===== src/rtl/mux_scan_pkg.sv =====
`default_nettype none
// ============================================================================
//  Module      : mux_scan_pkg
//  Description : Shared types, defaults and sizing helpers for the
//                8-to-1 mux channel scanner.
//  Revision    : 1.0  initial release
// ============================================================================
package mux_scan_pkg;

  // Default select width; the scanned mux has 2**SEL_W inputs.
  localparam int SEL_W_DEF = 3;

  // Default number of clocks sel is held before mux_y is sampled.
  localparam int DWELL_DEF = 2;

  // State encodings.
  localparam logic [1:0] ST_IDLE = 2'd0;
  localparam logic [1:0] ST_SCAN = 2'd1;
  localparam logic [1:0] ST_DONE = 2'd2;

  typedef enum logic [1:0] {
    IDLE = ST_IDLE,
    SCAN = ST_SCAN,
    DONE = ST_DONE
  } state_t;

  // Channel count for a given select width.
  function automatic int n_ch_of(input int sel_w);
    return 1 << sel_w;
  endfunction

  // Dwell counter width: it only has to count 0..dwell-1, but never
  // narrower than one bit so DWELL=1 still has a legal vector.
  function automatic int dwell_cnt_w(input int dwell);
    if (dwell <= 2) return 1;
    return $clog2(dwell);
  endfunction

endpackage : mux_scan_pkg
`default_nettype wire


===== src/rtl/mux_channel_scanner_if.sv =====
`default_nettype none
// ============================================================================
//  Module      : mux_channel_scanner_if
//  Description : Control, mux-side and downstream handshake signals of the
//                channel scanner. The slave modport is the scanner's view,
//                the master modport is the controlling environment's view.
//  Revision    : 1.0  initial release
// ============================================================================
interface mux_channel_scanner_if #(
  parameter int SEL_W = mux_scan_pkg::SEL_W_DEF
);
  localparam int N_CH = mux_scan_pkg::n_ch_of(SEL_W);

  logic             start;
  logic [N_CH-1:0]  ch_mask;
  logic             busy;
  logic [SEL_W-1:0] sel;
  logic             mux_y;
  logic [N_CH-1:0]  data;
  logic             data_valid;
  logic             data_ready;

  modport slave (
    input  start,
    input  ch_mask,
    input  mux_y,
    input  data_ready,
    output busy,
    output sel,
    output data,
    output data_valid
  );

  modport master (
    output start,
    output ch_mask,
    output mux_y,
    output data_ready,
    input  busy,
    input  sel,
    input  data,
    input  data_valid
  );

endinterface : mux_channel_scanner_if
`default_nettype wire


===== src/rtl/mux_scan_next_ch.sv =====
`default_nettype none
// ============================================================================
//  Module      : mux_scan_next_ch
//  Description : Combinational priority search for the lowest enabled
//                channel at or above (include_cur=1) or strictly above
//                (include_cur=0) cur_sel.
//  Revision    : 1.0  initial release
// ============================================================================
module mux_scan_next_ch
  import mux_scan_pkg::*;
#(
  parameter  int SEL_W = SEL_W_DEF,
  localparam int N_CH  = n_ch_of(SEL_W)
) (
  input  logic [N_CH-1:0]  mask,
  input  logic [SEL_W-1:0] cur_sel,
  input  logic             include_cur,
  output logic [SEL_W-1:0] next_sel,
  output logic             found
);

  logic [N_CH-1:0] cand;

  // A channel is a candidate if enabled and in the allowed range.
  generate
    for (genvar i = 0; i < N_CH; i++) begin : g_cand
      assign cand[i] = mask[i] &
                       ((SEL_W'(i) > cur_sel) |
                        (include_cur & (SEL_W'(i) == cur_sel)));
    end
  endgenerate

  // Scan from the top down so the lowest candidate is the last one written.
  always_comb begin
    next_sel = '0;
    found    = 1'b0;
    for (int i = N_CH - 1; i >= 0; i--) begin
      if (cand[i]) begin
        next_sel = SEL_W'(i);
        found    = 1'b1;
      end
    end
  end

endmodule : mux_scan_next_ch
`default_nettype wire


===== src/rtl/mux_channel_scanner.sv =====
`default_nettype none
// ============================================================================
//  Module      : mux_channel_scanner
//  Description : Steps the select lines of an external 8-to-1 mux through
//                the enabled channels, samples mux_y after DWELL clocks per
//                channel and returns the assembled word over valid/ready.
//  Revision    : 1.0  initial release
// ============================================================================
module mux_channel_scanner
  import mux_scan_pkg::*;
#(
  parameter int SEL_W = SEL_W_DEF,
  parameter int DWELL = DWELL_DEF
) (
  input  logic                   clk,
  input  logic                   rst,
  mux_channel_scanner_if.slave   bus
);

  localparam int               N_CH     = n_ch_of(SEL_W);
  localparam int               CNT_W    = dwell_cnt_w(DWELL);
  localparam logic [CNT_W-1:0] CNT_LAST = CNT_W'(DWELL - 1);

  state_t            state_q, state_d;
  logic [SEL_W-1:0]  sel_q, sel_d;
  logic [CNT_W-1:0]  cnt_q, cnt_d;
  logic [N_CH-1:0]   mask_q, mask_d;
  logic [N_CH-1:0]   shadow_q, shadow_d;
  logic [N_CH-1:0]   data_q, data_d;
  logic              valid_q, valid_d;

  logic [SEL_W-1:0]  first_sel;
  logic              first_found;
  logic [SEL_W-1:0]  next_sel;
  logic              next_found;

  // First channel of a new scan comes straight from the live mask.
  mux_scan_next_ch #(.SEL_W(SEL_W)) u_first_ch (
    .mask        (bus.ch_mask),
    .cur_sel     ('0),
    .include_cur (1'b1),
    .next_sel    (first_sel),
    .found       (first_found)
  );

  // Next channel within a scan uses the latched mask, strictly ascending.
  mux_scan_next_ch #(.SEL_W(SEL_W)) u_next_ch (
    .mask        (mask_q),
    .cur_sel     (sel_q),
    .include_cur (1'b0),
    .next_sel    (next_sel),
    .found       (next_found)
  );

  // Next-state and datapath update; every register holds by default.
  always_comb begin
    state_d  = state_q;
    sel_d    = sel_q;
    cnt_d    = cnt_q;
    mask_d   = mask_q;
    shadow_d = shadow_q;
    data_d   = data_q;
    valid_d  = valid_q;

    unique case (state_q)
      IDLE: begin
        if (bus.start) begin
          if (!first_found) begin
            // Nothing enabled: report an all-zero word immediately.
            data_d  = '0;
            valid_d = 1'b1;
            state_d = DONE;
          end else begin
            mask_d   = bus.ch_mask;
            sel_d    = first_sel;
            cnt_d    = '0;
            shadow_d = '0;
            state_d  = SCAN;
          end
        end
      end

      SCAN: begin
        if (cnt_q == CNT_LAST) begin
          shadow_d[sel_q] = bus.mux_y;
          if (next_found) begin
            sel_d = next_sel;
            cnt_d = '0;
          end else begin
            // Last channel: publish including the bit sampled this edge.
            data_d  = shadow_d;
            valid_d = 1'b1;
            state_d = DONE;
          end
        end else begin
          cnt_d = cnt_q + 1'b1;
        end
      end

      DONE: begin
        if (valid_q && bus.data_ready) begin
          valid_d = 1'b0;
          state_d = IDLE;
        end
      end

      default: begin
        state_d = IDLE;
      end
    endcase
  end

  // State and datapath registers with asynchronous reset.
  always_ff @(posedge clk or posedge rst) begin
    if (rst) begin
      state_q  <= IDLE;
      sel_q    <= '0;
      cnt_q    <= '0;
      mask_q   <= '0;
      shadow_q <= '0;
      data_q   <= '0;
      valid_q  <= 1'b0;
    end else begin
      state_q  <= state_d;
      sel_q    <= sel_d;
      cnt_q    <= cnt_d;
      mask_q   <= mask_d;
      shadow_q <= shadow_d;
      data_q   <= data_d;
      valid_q  <= valid_d;
    end
  end

  assign bus.sel        = sel_q;
  assign bus.data       = data_q;
  assign bus.data_valid = valid_q;
  assign bus.busy       = (state_q != IDLE);

endmodule : mux_channel_scanner
`default_nettype wire


===== src/flat_wrapper.sv =====
// flat-port wrapper written by rule: the top's interface ports become plain ports
module mux_channel_scanner_flat import mux_scan_pkg::*;
#(
  parameter int SEL_W = SEL_W_DEF,
  parameter int DWELL = DWELL_DEF
)
  (clk, rst, bus_start, bus_ch_mask, bus_mux_y, bus_data_ready, bus_busy, bus_sel, bus_data, bus_data_valid);
  mux_channel_scanner_if #(.SEL_W(SEL_W)) bus_i ();
  input  logic clk;
  input  logic rst;
  input wire logic [$bits(bus_i.start)-1:0] bus_start;
  input wire logic [$bits(bus_i.ch_mask)-1:0] bus_ch_mask;
  input wire logic [$bits(bus_i.mux_y)-1:0] bus_mux_y;
  input wire logic [$bits(bus_i.data_ready)-1:0] bus_data_ready;
  output wire logic [$bits(bus_i.busy)-1:0] bus_busy;
  output wire logic [$bits(bus_i.sel)-1:0] bus_sel;
  output wire logic [$bits(bus_i.data)-1:0] bus_data;
  output wire logic [$bits(bus_i.data_valid)-1:0] bus_data_valid;
  assign bus_i.start = bus_start;
  assign bus_i.ch_mask = bus_ch_mask;
  assign bus_i.mux_y = bus_mux_y;
  assign bus_i.data_ready = bus_data_ready;
  assign bus_busy = bus_i.busy;
  assign bus_sel = bus_i.sel;
  assign bus_data = bus_i.data;
  assign bus_data_valid = bus_i.data_valid;
  mux_channel_scanner #(.SEL_W(SEL_W), .DWELL(DWELL)) u_core (.clk(clk), .rst(rst), .bus(bus_i));
endmodule

===== config.mk =====
export PLATFORM = sky130hd
export DESIGN_NAME = mux_channel_scanner_flat
export DESIGN_NICKNAME = d
export VERILOG_FILES = /design/src/rtl/mux_scan_pkg.sv /design/src/rtl/mux_channel_scanner_if.sv /design/src/rtl/mux_scan_next_ch.sv /design/src/rtl/mux_channel_scanner.sv /design/src/flat_wrapper.sv
export SDC_FILE = /design/constraint.sdc
export NUM_CORES = 1
export LEC_CHECK = 0
export BUFFER_PORTS_ARGS = -buffer_cell sky130_fd_sc_hd__buf_2
export CAP_MARGIN = 10
export CORE_MARGIN = 2
export CORE_UTILIZATION = 36
export CTS_CLUSTER_DIAMETER = 100
export DETAILED_ROUTE_END_ITERATION = 10
export HOLD_SLACK_MARGIN = 0.15
export MAX_ROUTING_LAYER = met4
export PLACE_DENSITY = 0.55
export SLEW_MARGIN = 10
export SYNTH_ARGS = -nofsm -noshare
export SYNTH_HDL_FRONTEND = slang
export SYNTH_SLANG_ARGS = --single-unit

===== constraint.sdc =====
create_clock -name clk -period 3.64 [get_ports clk]
set_input_delay 0.546 -clock clk [delete_from_list [all_inputs] [get_ports clk]]
set_output_delay 0.546 -clock clk [all_outputs]
set_load 0.05 [all_outputs]

==> flow_summary.json, run 1 <==
{
  "status": "finished clean",
  "first_global_vias": 1279,
  "maxSlewHeadroom_pct": 55.0,
  "leakage_uw": 0.000972,
  "rows": 25,
  "pin_count_of_the_biggest_net_entering_global_routing": 31,
  "synth.ff_latch_count": 30,
  "postCtsSetupRepairBufs": 0,
  "finalHoldWorstSlack_ns": 0.324,
  "area_fraction_of_the_dominant_cell_type_after_synthesis_pct": 42.4,
  "routabilityCongestion": 0.836,
  "antennaDiodeCount": 0,
  "setup_slack_after_placement_ns": 1.47,
  "start_kind": "flop",
  "timing.critical_path.fanout_max": 20,
  "synthesis.instances": 175,
  "drt_pre_antenna_iters": 5,
  "post_cts_resized": 0,
  "dr.first_iter.drc_count": 91,
  "drt-wirelength-per-cell_um": 14.1,
  "fp.dieArea_um2": 5500,
  "clock_tree.root_cell": "sky130_fd_sc_hd__clkbuf_8",
  "synthToLayoutAreaGrowth_pct": 14.5,
  "cts.clk_slew.worst_paths_ns": 0.07,
  "tightestPinTransition_ns": 0.673,
  "detail-route-antenna-nets": 0,
  "nets": 212,
  "finish.cell_count_without_fillers": 267,
  "clk_skew_ns": 0.00986,
  "min_path_type": "input pin to async pin",
  "setup_ws_ns": 1.45,
  "fillerInstances": 483,
  "critical_path_class": "flop to flop",
  "vdd_drop_max_uv": 421,
  "drc": 0,
  "cts_inserted_buffers": 5,
  "num_io_pins": 26,
  "cts_htree_levels": 2,
  "synth_area_per_cell_um2": 10.1,
  "synthTopCellsByArea": "sky130_fd_sc_hd__dfrtp_1 (42%), sky130_fd_sc_hd__mux2_2 (7.0%), sky130_fd_sc_hd__mux2_4 (6.8%)",
  "clock_sinks": 30,
  "clock_period_minus_worst_slack_ns": 2.19,
  "crit_path_end_kind": "flop",
  "route.final.wire_length_mm": 3.77,
  "grt_antenna_before_repair": 0,
  "drive_gt1_share_pct": 32.5,
  "clock_insertion_delay_worst_skew_ns": 0.28,
  "highest_clock_rate_mhz": 458,
  "maximum_root_to_sink_buffer_count": 2,
  "placedCellCount": 259,
  "ctsHoldBuffers": 0,
  "utilization_pct": 42.9,
  "worst-r2r-cell-count": 5,
  "dp_hpwl_mm": 2.69,
  "die_x_um": 74.2,
  "grt_first_pass_wirelength_mm": 6.31,
  "fraction_of_the_cycle_the_final_worst_path_needs_pct": 60.0,
  "globalRouteTotalUtil_pct": 15.8,
  "drv_cap": 0,
  "yosys_warnings": 0,
  "globalRouteOverflowTotal": 0,
  "fp.coreArea_um2": 4720,
  "register_area_um2": 751,
  "yosysSeqAreaShare_pct": 42.4,
  "number_of_endpoints_failing_setup_at_the_final_stage": 0,
  "worstPathArrival_ns": 2.35,
  "total_negative_setup_slack_ns": 0,
  "total_via_count_in_the_routed_design": 1351,
  "cts_tree": "done",
  "die-height_um": 74.2,
  "yosys.area.top_type": "sky130_fd_sc_hd__dfrtp_1",
  "yosys.cell_types.count": 43,
  "crit_required_ns": 3.81,
  "power.density_cell_area_nw_per_um2": 928,
  "syn-num-nets": 188,
  "starting_density_of_the_core_pct": 37.5,
  "drt-vias-per-instance": 5.06,
  "hold_violations": 0,
  "multi_input_combinational_cell_area_um2": 958,
  "syn_area_um2": 1770,
  "finalMaxSlewViolations": 0,
  "rsz0062_at_grt": "no",
  "portBuffers": 25
}
critical path: stages (launching register included):
cell and delay [ns]:
sky130_fd_sc_hd__dfrtp_1 0.68, sky130_fd_sc_hd__a2bb2oi_1 0.14, sky130_fd_sc_hd__a21o_1 0.22, sky130_fd_sc_hd__o31ai_2 0.46
sky130_fd_sc_hd__nand2_4 0.22, sky130_fd_sc_hd__mux2_4 0.35
cell usage after synthesis:
master and instances:
sky130_fd_sc_hd__buf_6 1, sky130_fd_sc_hd__or2_2 1, sky130_fd_sc_hd__buf_2 2, sky130_fd_sc_hd__o211ai_1 1, sky130_fd_sc_hd__a21oi_2 1, sky130_fd_sc_hd__a31o_2 1, sky130_fd_sc_hd__a21o_1 2, sky130_fd_sc_hd__a21boi_0 1
sky130_fd_sc_hd__and2_1 1, sky130_fd_sc_hd__a31oi_1 2, sky130_fd_sc_hd__nor2_1 18, sky130_fd_sc_hd__nand3_1 6, sky130_fd_sc_hd__o21ai_0 5, sky130_fd_sc_hd__inv_1 2, sky130_fd_sc_hd__o31ai_2 1, sky130_fd_sc_hd__o21a_1 1
sky130_fd_sc_hd__a21bo_2 1, sky130_fd_sc_hd__a21oi_4 1, sky130_fd_sc_hd__o31ai_1 1, sky130_fd_sc_hd__nor3b_1 1, sky130_fd_sc_hd__nand4b_2 1, sky130_fd_sc_hd__nand2b_1 5, sky130_fd_sc_hd__dfrtp_1 30, sky130_fd_sc_hd__a22o_1 4
sky130_fd_sc_hd__mux2_4 8, sky130_fd_sc_hd__mux2i_1 6, sky130_fd_sc_hd__o22a_1 1, sky130_fd_sc_hd__a21oi_1 12, sky130_fd_sc_hd__nand2_4 1, sky130_fd_sc_hd__inv_2 1, sky130_fd_sc_hd__nand3b_1 2, sky130_fd_sc_hd__mux2_2 11
sky130_fd_sc_hd__o311ai_0 1, sky130_fd_sc_hd__clkbuf_1 4, sky130_fd_sc_hd__nand2_1 19, sky130_fd_sc_hd__o22ai_1 1, sky130_fd_sc_hd__a221oi_1 1, sky130_fd_sc_hd__buf_4 2, sky130_fd_sc_hd__a2bb2oi_1 1, sky130_fd_sc_hd__a21o_2 2
sky130_fd_sc_hd__nor3_1 4, sky130_fd_sc_hd__nor4_4 2, sky130_fd_sc_hd__nor2b_1 6
logic make-up after synthesis:
logic type | synth area share, %
DFF | 42.4
AOI/OAI and AO/OA | 16.5
muxes | 17.2
and+or+nand+nor | 20.4
buffers and inverters | 3.53
registers in the layout, summed over array words and instances, names as in the netlist:
name and count:
u_core.bus.sel 3, u_core.bus.data_valid 1, u_core.bus.data 8, u_core.shadow_q 8
u_core.cnt_q 1, u_core.mask_q 7, u_core.state_q 2
layer usage:
layer	routed length, µm	vias up	track usage (%)	part of all wire (%)
li1	-	669	-	-
met1	1920	649	22.2	51
met2	1640	27	21.5	43
met3	162	6	4.61	4.3
met4	52	0	5.45	1.4
met5	0	-	-	0
cell type report:
type / instances / share of cell area [%]
Tap cell: 67 / 4.13
Clock inverter: 1 / 0.247
Clock buffer: 7 / 4.26
Timing Repair Buffer: 26 / 6.54
Sequential cell: 30 / 37.0
Inverter: 3 / 0.555
Multi-Input combinational cell: 133 / 47.3
path summary, 6_finish.rpt:
kind / from / endpoint / slack [ns]
hold / removal: rst / u_core.bus.data[7] / 0.32
min in group clk: u_core.shadow_q[2] / u_core.shadow_q[2] / 0.48
max in group asynchronous: rst / u_core.mask_q[7] / 3.02
setup / recovery: u_core.bus.sel[2] / u_core.bus.data[6] / 1.45
setup reg to reg: u_core.bus.sel[2] / u_core.bus.data[6] / 1.45
hold reg to reg: u_core.shadow_q[2] / u_core.shadow_q[2] / 0.48
stage by stage:
stage / cell area (µm²) / total power (µW)
2_1_floorplan: 1770 / 1420
3_3_place_gp: 1940 / 1590
3_5_place_dp: 1940 / 1610
4_1_cts: 2030 / 1890
5_1_grt: 2030 / 2010
6_report: 2030 / 1880
cells in the final DEF (no fill, tap or decap), types with 2 or more instances in the layout:
| master | synthesis | final |
|---|---|---|
| sky130_fd_sc_hd__a21o_1 | 2 | 2 |
| sky130_fd_sc_hd__a21o_2 | 2 | 2 |
| sky130_fd_sc_hd__a21oi_1 | 12 | 12 |
| sky130_fd_sc_hd__a22o_1 | 4 | 4 |
| sky130_fd_sc_hd__a31oi_1 | 2 | 2 |
| sky130_fd_sc_hd__buf_2 | 2 | 25 |
| sky130_fd_sc_hd__clkbuf_8 | 0 | 6 |
| sky130_fd_sc_hd__dfrtp_1 | 30 | 30 |
| sky130_fd_sc_hd__inv_1 | 2 | 2 |
| sky130_fd_sc_hd__mux2_2 | 11 | 11 |
| sky130_fd_sc_hd__mux2_4 | 8 | 8 |
| sky130_fd_sc_hd__mux2i_1 | 6 | 6 |
| sky130_fd_sc_hd__nand2_1 | 19 | 19 |
| sky130_fd_sc_hd__nand2b_1 | 5 | 5 |
| sky130_fd_sc_hd__nand3_1 | 6 | 6 |
| sky130_fd_sc_hd__nand3b_1 | 2 | 2 |
| sky130_fd_sc_hd__nor2_1 | 18 | 18 |
| sky130_fd_sc_hd__nor2b_1 | 6 | 6 |
| sky130_fd_sc_hd__nor3_1 | 4 | 4 |
| sky130_fd_sc_hd__nor4_4 | 2 | 2 |
| sky130_fd_sc_hd__o21ai_0 | 5 | 5 |
power breakdown:
part / switching (µW) / internal, µW
Combinational: 575 / 385
Clock: 123 / 152
Sequential: 180 / 466
Total: 878 / 1000
Power figures use the tool's default switching activity.
==> run 2: changes to the inputs <==
Settings changed: ABC_AREA set to 1, PLACE_DENSITY 0.55 to 0.57.
Clock period 3.64 ns to 2 ns, I/O delays scaled along.
==> flow_summary.json, run 2 <==
{
  "worst-r2r-cell-count": 10,
  "syn-num-nets": 233,
  "cts_htree_levels": 2,
  "synth_area_per_cell_um2": 7.62,
  "finalHoldWorstSlack_ns": 0.284,
  "clock_tree.root_cell": "sky130_fd_sc_hd__clkbuf_8",
  "pin_count_of_the_biggest_net_entering_global_routing": 31,
  "number_of_endpoints_failing_setup_at_the_final_stage": 0,
  "synth_ff_type": "sky130_fd_sc_hd__dfrtp_1",
  "total_negative_setup_slack_ns": 0,
  "synth.ff_latch_count": 30,
  "commonest_cells_after_routing_fill_and_taps_aside": "sky130_fd_sc_hd__nand2_1 (70), sky130_fd_sc_hd__dfrtp_1 (30), sky130_fd_sc_hd__buf_2 (25), sky130_fd_sc_hd__inv_1 (24), sky130_fd_sc_hd__nor2_1 (17)",
  "yosys.area.top_type": "sky130_fd_sc_hd__dfrtp_1",
  "finalMaxSlewViolations": 0,
  "area_fraction_of_the_dominant_cell_type_after_synthesis_pct": 44.8,
  "total_via_count_in_the_routed_design": 1433,
  "drc": 0,
  "status": "finished clean",
  "start_kind": "flop",
  "fp.coreArea_um2": 4410,
  "utilization_pct": 44.6,
  "drt-vias-per-instance": 4.71,
  "synth_enable_flop_cells": 0,
  "synthTopCellsByArea": "sky130_fd_sc_hd__dfrtp_1 (45%), sky130_fd_sc_hd__nand2_1 (16%), sky130_fd_sc_hd__inv_1 (5.4%)",
  "cts.clk_slew.worst_paths_ns": 0.07,
  "tightestPinTransition_ns": 0.393,
  "die_x_um": 72.2,
  "crit_path_end_kind": "flop",
  "syn_area_um2": 1680,
  "commonest_cells_in_the_synthesized_netlist": "sky130_fd_sc_hd__nand2_1 (70), sky130_fd_sc_hd__dfrtp_1 (30), sky130_fd_sc_hd__inv_1 (24), sky130_fd_sc_hd__nor2_1 (17), sky130_fd_sc_hd__o21ai_0 (14)",
  "top_signal_layer_used": "met4",
  "met2RoutedLength_mm": 1.61,
  "num_io_pins": 26,
  "fraction_of_the_cycle_the_final_worst_path_needs_pct": 81.5,
  "ys_async_sr_fraction_pct": 100,
  "hold_violations": 0,
  "routabilityCongestion": 0.855,
  "yosys_warnings": 0,
  "maximum_single_stage_delay_on_the_critical_path_ns": 0.49,
  "highest_clock_rate_mhz": 613,
  "setup_slack_after_placement_ns": 0.357,
  "reg2reg_to": "u_core.bus.data[6]",
  "yosysSeqAreaShare_pct": 44.8,
  "first_global_vias": 1401,
  "globalRouteTotalUtil_pct": 17.1,
  "dr.first_iter.drc_count": 60,
  "fillerInstances": 453,
  "drt-wirelength-per-cell_um": 12.3,
  "synthesis.instances": 220,
  "die-height_um": 72.2,
  "crit_slowest_cell": "sky130_fd_sc_hd__dfrtp_1",
  "dp_hpwl_mm": 2.82,
  "min_path_type": "input pin to flop",
  "rows": 24,
  "leading_cell_type_in_the_layout_fill_and_taps_excluded": "sky130_fd_sc_hd__nand2_1",
  "min_delay_worst_endpoint": "u_core.mask_q[7]",
  "crit_required_ns": 2.17,
  "reg2reg_setup_slack_ns": 0.37,
  "rsz0062_at_grt": "no",
  "path_common_cell": "sky130_fd_sc_hd__nand2_2",
  "maxSlewHeadroom_pct": 73.8,
  "power.density_cell_area_nw_per_um2": 1750,
  "min_delay_path_depth": 3,
  "synthMostInstantiatedCell": "sky130_fd_sc_hd__nand2_1",
  "clock_insertion_delay_worst_skew_ns": 0.29,
  "timing.critical_path.fanout_max": 15,
  "grt_antenna_before_repair": 0,
  "route.final.wire_length_mm": 3.74,
  "grt_first_pass_wirelength_mm": 6.54,
  "starting_density_of_the_core_pct": 38.0,
  "clock_sinks": 30,
  "detailroute.wirelength.met3_um": 199,
  "cts_tree": "done",
  "crit_chain": "inv_2, nand3_2, nand2_2, nand2_2, nor2_4, nand2_2, nand2_4, nand2_4, nand2_1, o21ai_2",
  "cts_inserted_buffers": 5,
  "drive_gt1_share_pct": 24.2,
  "fp.dieArea_um2": 5220,
  "yosys.cell_types.count": 25,
  "maximum_root_to_sink_buffer_count": 2,
  "globalRouteOverflowTotal": 0,
  "nets": 264,
  "clk_skew_ns": 0.00531,
  "setup_ws_ns": 0.370,
  "r2r_start": "u_core.bus.sel[2]",
  "portBuffers": 25,
  "antennaDiodeCount": 0,
  "worst_hold_startpoint": "bus_ch_mask[7]",
  "clock_period_minus_worst_slack_ns": 1.63,
  "drt_pre_antenna_iters": 4,
  "critical_path_class": "flop to flop",
  "worstPathArrival_ns": 1.80,
  "detail-route-antenna-nets": 0,
  "vdd_drop_max_uv": 842,
  "drv_cap": 0,
  "leakage_uw": 0.00101,
  "m1WireLength_mm": 1.90,
  "synthToLayoutAreaGrowth_pct": 17.4
}
run 2: changes by cell type after synthesis, moves of 6 or more:
cell                      change
sky130_fd_sc_hd__nor2b_1      -6
sky130_fd_sc_hd__nand3_1      +7
sky130_fd_sc_hd__mux2_4       -8
sky130_fd_sc_hd__o21ai_0      +9
sky130_fd_sc_hd__mux2_2      -11
sky130_fd_sc_hd__nand2_1     +51
sky130_fd_sc_hd__mux2i_1      -6
sky130_fd_sc_hd__inv_1       +22
run 2: worst max path at each step:
stage | startpoint | endpoint | slack (ns) | cells past startpoint
3_3_place_gp | u_core.bus.sel[2] | u_core.bus.data[6] | 0.37 | 10
6_report | u_core.bus.sel[2] | u_core.bus.data[6] | 0.37 | 10
5_1_grt | u_core.bus.sel[1] | u_core.bus.data[1] | 0.18 | 9
4_1_cts | u_core.bus.sel[2] | u_core.bus.data[6] | 0.35 | 10
2_1_floorplan | u_core.bus.sel[2] | u_core.bus.data[2] | 0.20 | 11
3_5_place_dp | u_core.bus.sel[2] | u_core.bus.data[6] | 0.36 | 10
run 2: timing repair:
action,CTS,global route
hold buffers,1,0
hold endpoints to repair,30,0
resized for setup,0,0
buffers inserted,0,0
run 2: layer usage:
layer	up-vias	track usage, %
met3	6	5.83
met5	-	-
li1	763	-
met2	31	24.5
met4	0	5.24
met1	633	22.8
run 2: area by class of cell:
type                    count  area [µm²]  share of cell area (%)
clock buffers               5        68.8                    3.50
inverters                  28         105                    5.34
clock inverters             3        40.0                    2.03
well taps                  52        65.1                    3.31
repair buffers             29         158                    8.01
multi-input cells         157         781                    39.7
flip-flops and latches     30         751                    38.1
run 2: cell families (layout without fill, tap and decap cells):
group                  after synthesis  after routing  share of synthesized area, %
AND/OR/NAND/NOR                    115            115                          31.1
buffers and inverters               33             65                          8.66
AO/OA/AOI/OAI                       42             42                          15.4
flip-flops                          30             30                          44.8
run 2: through the flow:
stage | instance area [µm²] | power (µW) | instances
after floorplan | 1680 | 2490 | 220
after global placement | 1850 | 2840 | 295
after detailed placement | 1850 | 2850 | 295
after CTS | 1970 | 3460 | 304
after global routing | 1970 | 3740 | 304
final | 1970 | 3440 | 304
run 2: worst max-delay path: cells and delay by family (launching register included):
kind,cells,cell delay (ns)
compound gates,1,0.05
flops,1,0.49
simple gates,8,0.82
buf+inv,1,0.15
run 2: report_power, final:
part           switching, µW  internal, µW
sequential               200           843
combinational           1290           496
clock                    242           366
==> run 3: changes to the inputs <==
Clock period 2 ns to 1.3 ns, I/O delays scaled along.
==> flow_summary.json, run 3 (synthesis results as in run 2) <==
{
  "status": "finished with violations",
  "failing_checks": "setup timing",
  "grt_antenna_before_repair": 0,
  "commonest_cells_after_routing_fill_and_taps_aside": "sky130_fd_sc_hd__nand2_1 (50), sky130_fd_sc_hd__buf_4 (40), sky130_fd_sc_hd__dfrtp_1 (26), sky130_fd_sc_hd__buf_2 (22), sky130_fd_sc_hd__inv_1 (21)",
  "maximum_root_to_sink_buffer_count": 2,
  "first_global_vias": 1692,
  "hold_violations": 0,
  "worstPathArrival_ns": 1.68,
  "portBuffers": 25,
  "placedCellCount": 329,
  "fp.dieArea_um2": 5220,
  "finalMaxSlewViolations": 0,
  "drc": 0,
  "cts.clk_slew.worst_paths_ns": 0.06,
  "nets": 316,
  "highest_clock_rate_mhz": 665,
  "rsz0062_at_grt": "yes",
  "pin_count_of_the_biggest_net_entering_global_routing": 31,
  "r2r_start": "u_core.bus.sel[2]",
  "dr.first_iter.drc_count": 58,
  "grt_first_pass_wirelength_mm": 8.00,
  "antennaDiodeCount": 0,
  "fraction_of_the_cycle_the_final_worst_path_needs_pct": 116,
  "drt-vias-per-instance": 4.81,
  "min_path_type": "input pin to flop",
  "setup_slack_after_placement_ns": -0.236,
  "num_io_pins": 26,
  "utilization_pct": 60.7,
  "die_x_um": 72.2,
  "globalRouteTotalUtil_pct": 20.7,
  "starting_density_of_the_core_pct": 38.0,
  "number_of_endpoints_failing_setup_at_the_final_stage": 32,
  "synthToLayoutAreaGrowth_pct": 59.8,
  "drv_cap": 0,
  "total_negative_setup_slack_ns": -4.21,
  "fp.coreArea_um2": 4410,
  "start_kind": "flop",
  "dp_hpwl_mm": 3.10,
  "clock_insertion_delay_worst_skew_ns": 0.29,
  "worst_hold_startpoint": "bus_ch_mask[3]",
  "dpl_cell_area_um2": 2130,
  "power.density_cell_area_nw_per_um2": 2760,
  "cts_tree": "done",
  "crit_required_ns": 1.48,
  "maxSlewHeadroom_pct": 73.0,
  "rows": 24,
  "vdd_drop_max_uv": 1410,
  "post-route-cell-area_um2": 2680,
  "timing.critical_path.fanout_max": 6,
  "detail-route-antenna-nets": 0,
  "route.final.wire_length_mm": 4.93,
  "drt_pre_antenna_iters": 4,
  "globalRouteOverflowTotal": 0,
  "critPathLaunch": "u_core.bus.sel[2]",
  "clock_period_minus_worst_slack_ns": 1.50,
  "finish.cell_count_without_fillers": 355,
  "clock_tree.root_cell": "sky130_fd_sc_hd__clkbuf_8",
  "clk_skew_ns": 0.00622,
  "cts_htree_levels": 2,
  "setup_ws_ns": -0.204,
  "drive_gt1_share_pct": 50.8,
  "die-height_um": 72.2,
  "total_via_count_in_the_routed_design": 1707,
  "cts_inserted_buffers": 5,
  "routabilityCongestion": 0.825,
  "clock_sinks": 30,
  "leakage_uw": 0.00130,
  "drt-wirelength-per-cell_um": 13.9,
  "crit_path_end_kind": "flop",
  "leading_cell_type_in_the_layout_fill_and_taps_excluded": "sky130_fd_sc_hd__nand2_1",
  "tightestPinTransition_ns": 0.405,
  "critical_path_class": "flop to flop"
}
run 3: worst max-delay path, stage by stage (launching register included):
cell and delay (ns):
sky130_fd_sc_hd__dfrtp_2 0.42, sky130_fd_sc_hd__buf_6 0.15, sky130_fd_sc_hd__nor2_4 0.15, sky130_fd_sc_hd__nand2_2 0.09
sky130_fd_sc_hd__nor2_4 0.12, sky130_fd_sc_hd__nor2_4 0.04, sky130_fd_sc_hd__nand2_2 0.07, sky130_fd_sc_hd__nand2_4 0.10
sky130_fd_sc_hd__buf_6 0.14, sky130_fd_sc_hd__nand3_1 0.06, sky130_fd_sc_hd__nand2_1 0.06
run 3: report_power, final:
part           switching [µW]  internal (µW)  leakage [µW]
logic                    2860           1940      0.000855
clock network             363            613     0.0000573
registers                 304           1310      0.000388
run 3: routing by layer:
layer,track usage (%),part of all wire (%),up-vias
met5,-,0,-
met4,5.87,1.5,0
met3,3.89,2.9,7
met2,35.1,53,29
met1,25.0,43,795
li1,-,-,876
run 3: timing repair:
item,4_1_cts,5_1_grt
resized for setup,59,26
endpoints found under the hold margin,30,0
pin swaps,17,15
buffers inserted,12,6
setup endpoints to repair,31,33
hold buffers,1,0
gates cloned,2,1
run 3: path summary, 6_finish.rpt:
path                       slack, ns                 end  depth (start not counted)
setup / recovery               -0.20  u_core.bus.data[3]                         10
hold / removal                  0.17    u_core.mask_q[3]                          3
setup reg to reg               -0.20  u_core.bus.data[3]                         10
hold reg to reg                 0.47  u_core.bus.data[5]                          2
max in group asynchronous       0.45   u_core.bus.sel[2]                          4
min in group asynchronous       0.52  u_core.bus.data[6]                          4
run 3: per-stage QoR:
step | hold slack (ns) | total power (µW)
floorplan | 0.286 | 3960
global placement | 0.294 | 4940
detailed placement | 0.307 | 4960
CTS | 0.175 | 6930
global route | 0.202 | 7890
finish | 0.172 | 7390
run 3: area by class of cell:
class,count,area (µm²)
fillers,382,1740
multi-input cells,159,1020
flip-flops and latches,30,756
repair buffers,78,597
inverters,28,116
clock buffers,6,82.6
well taps,52,65.1
clock inverters,1,30.0
repair inverters,1,7.51
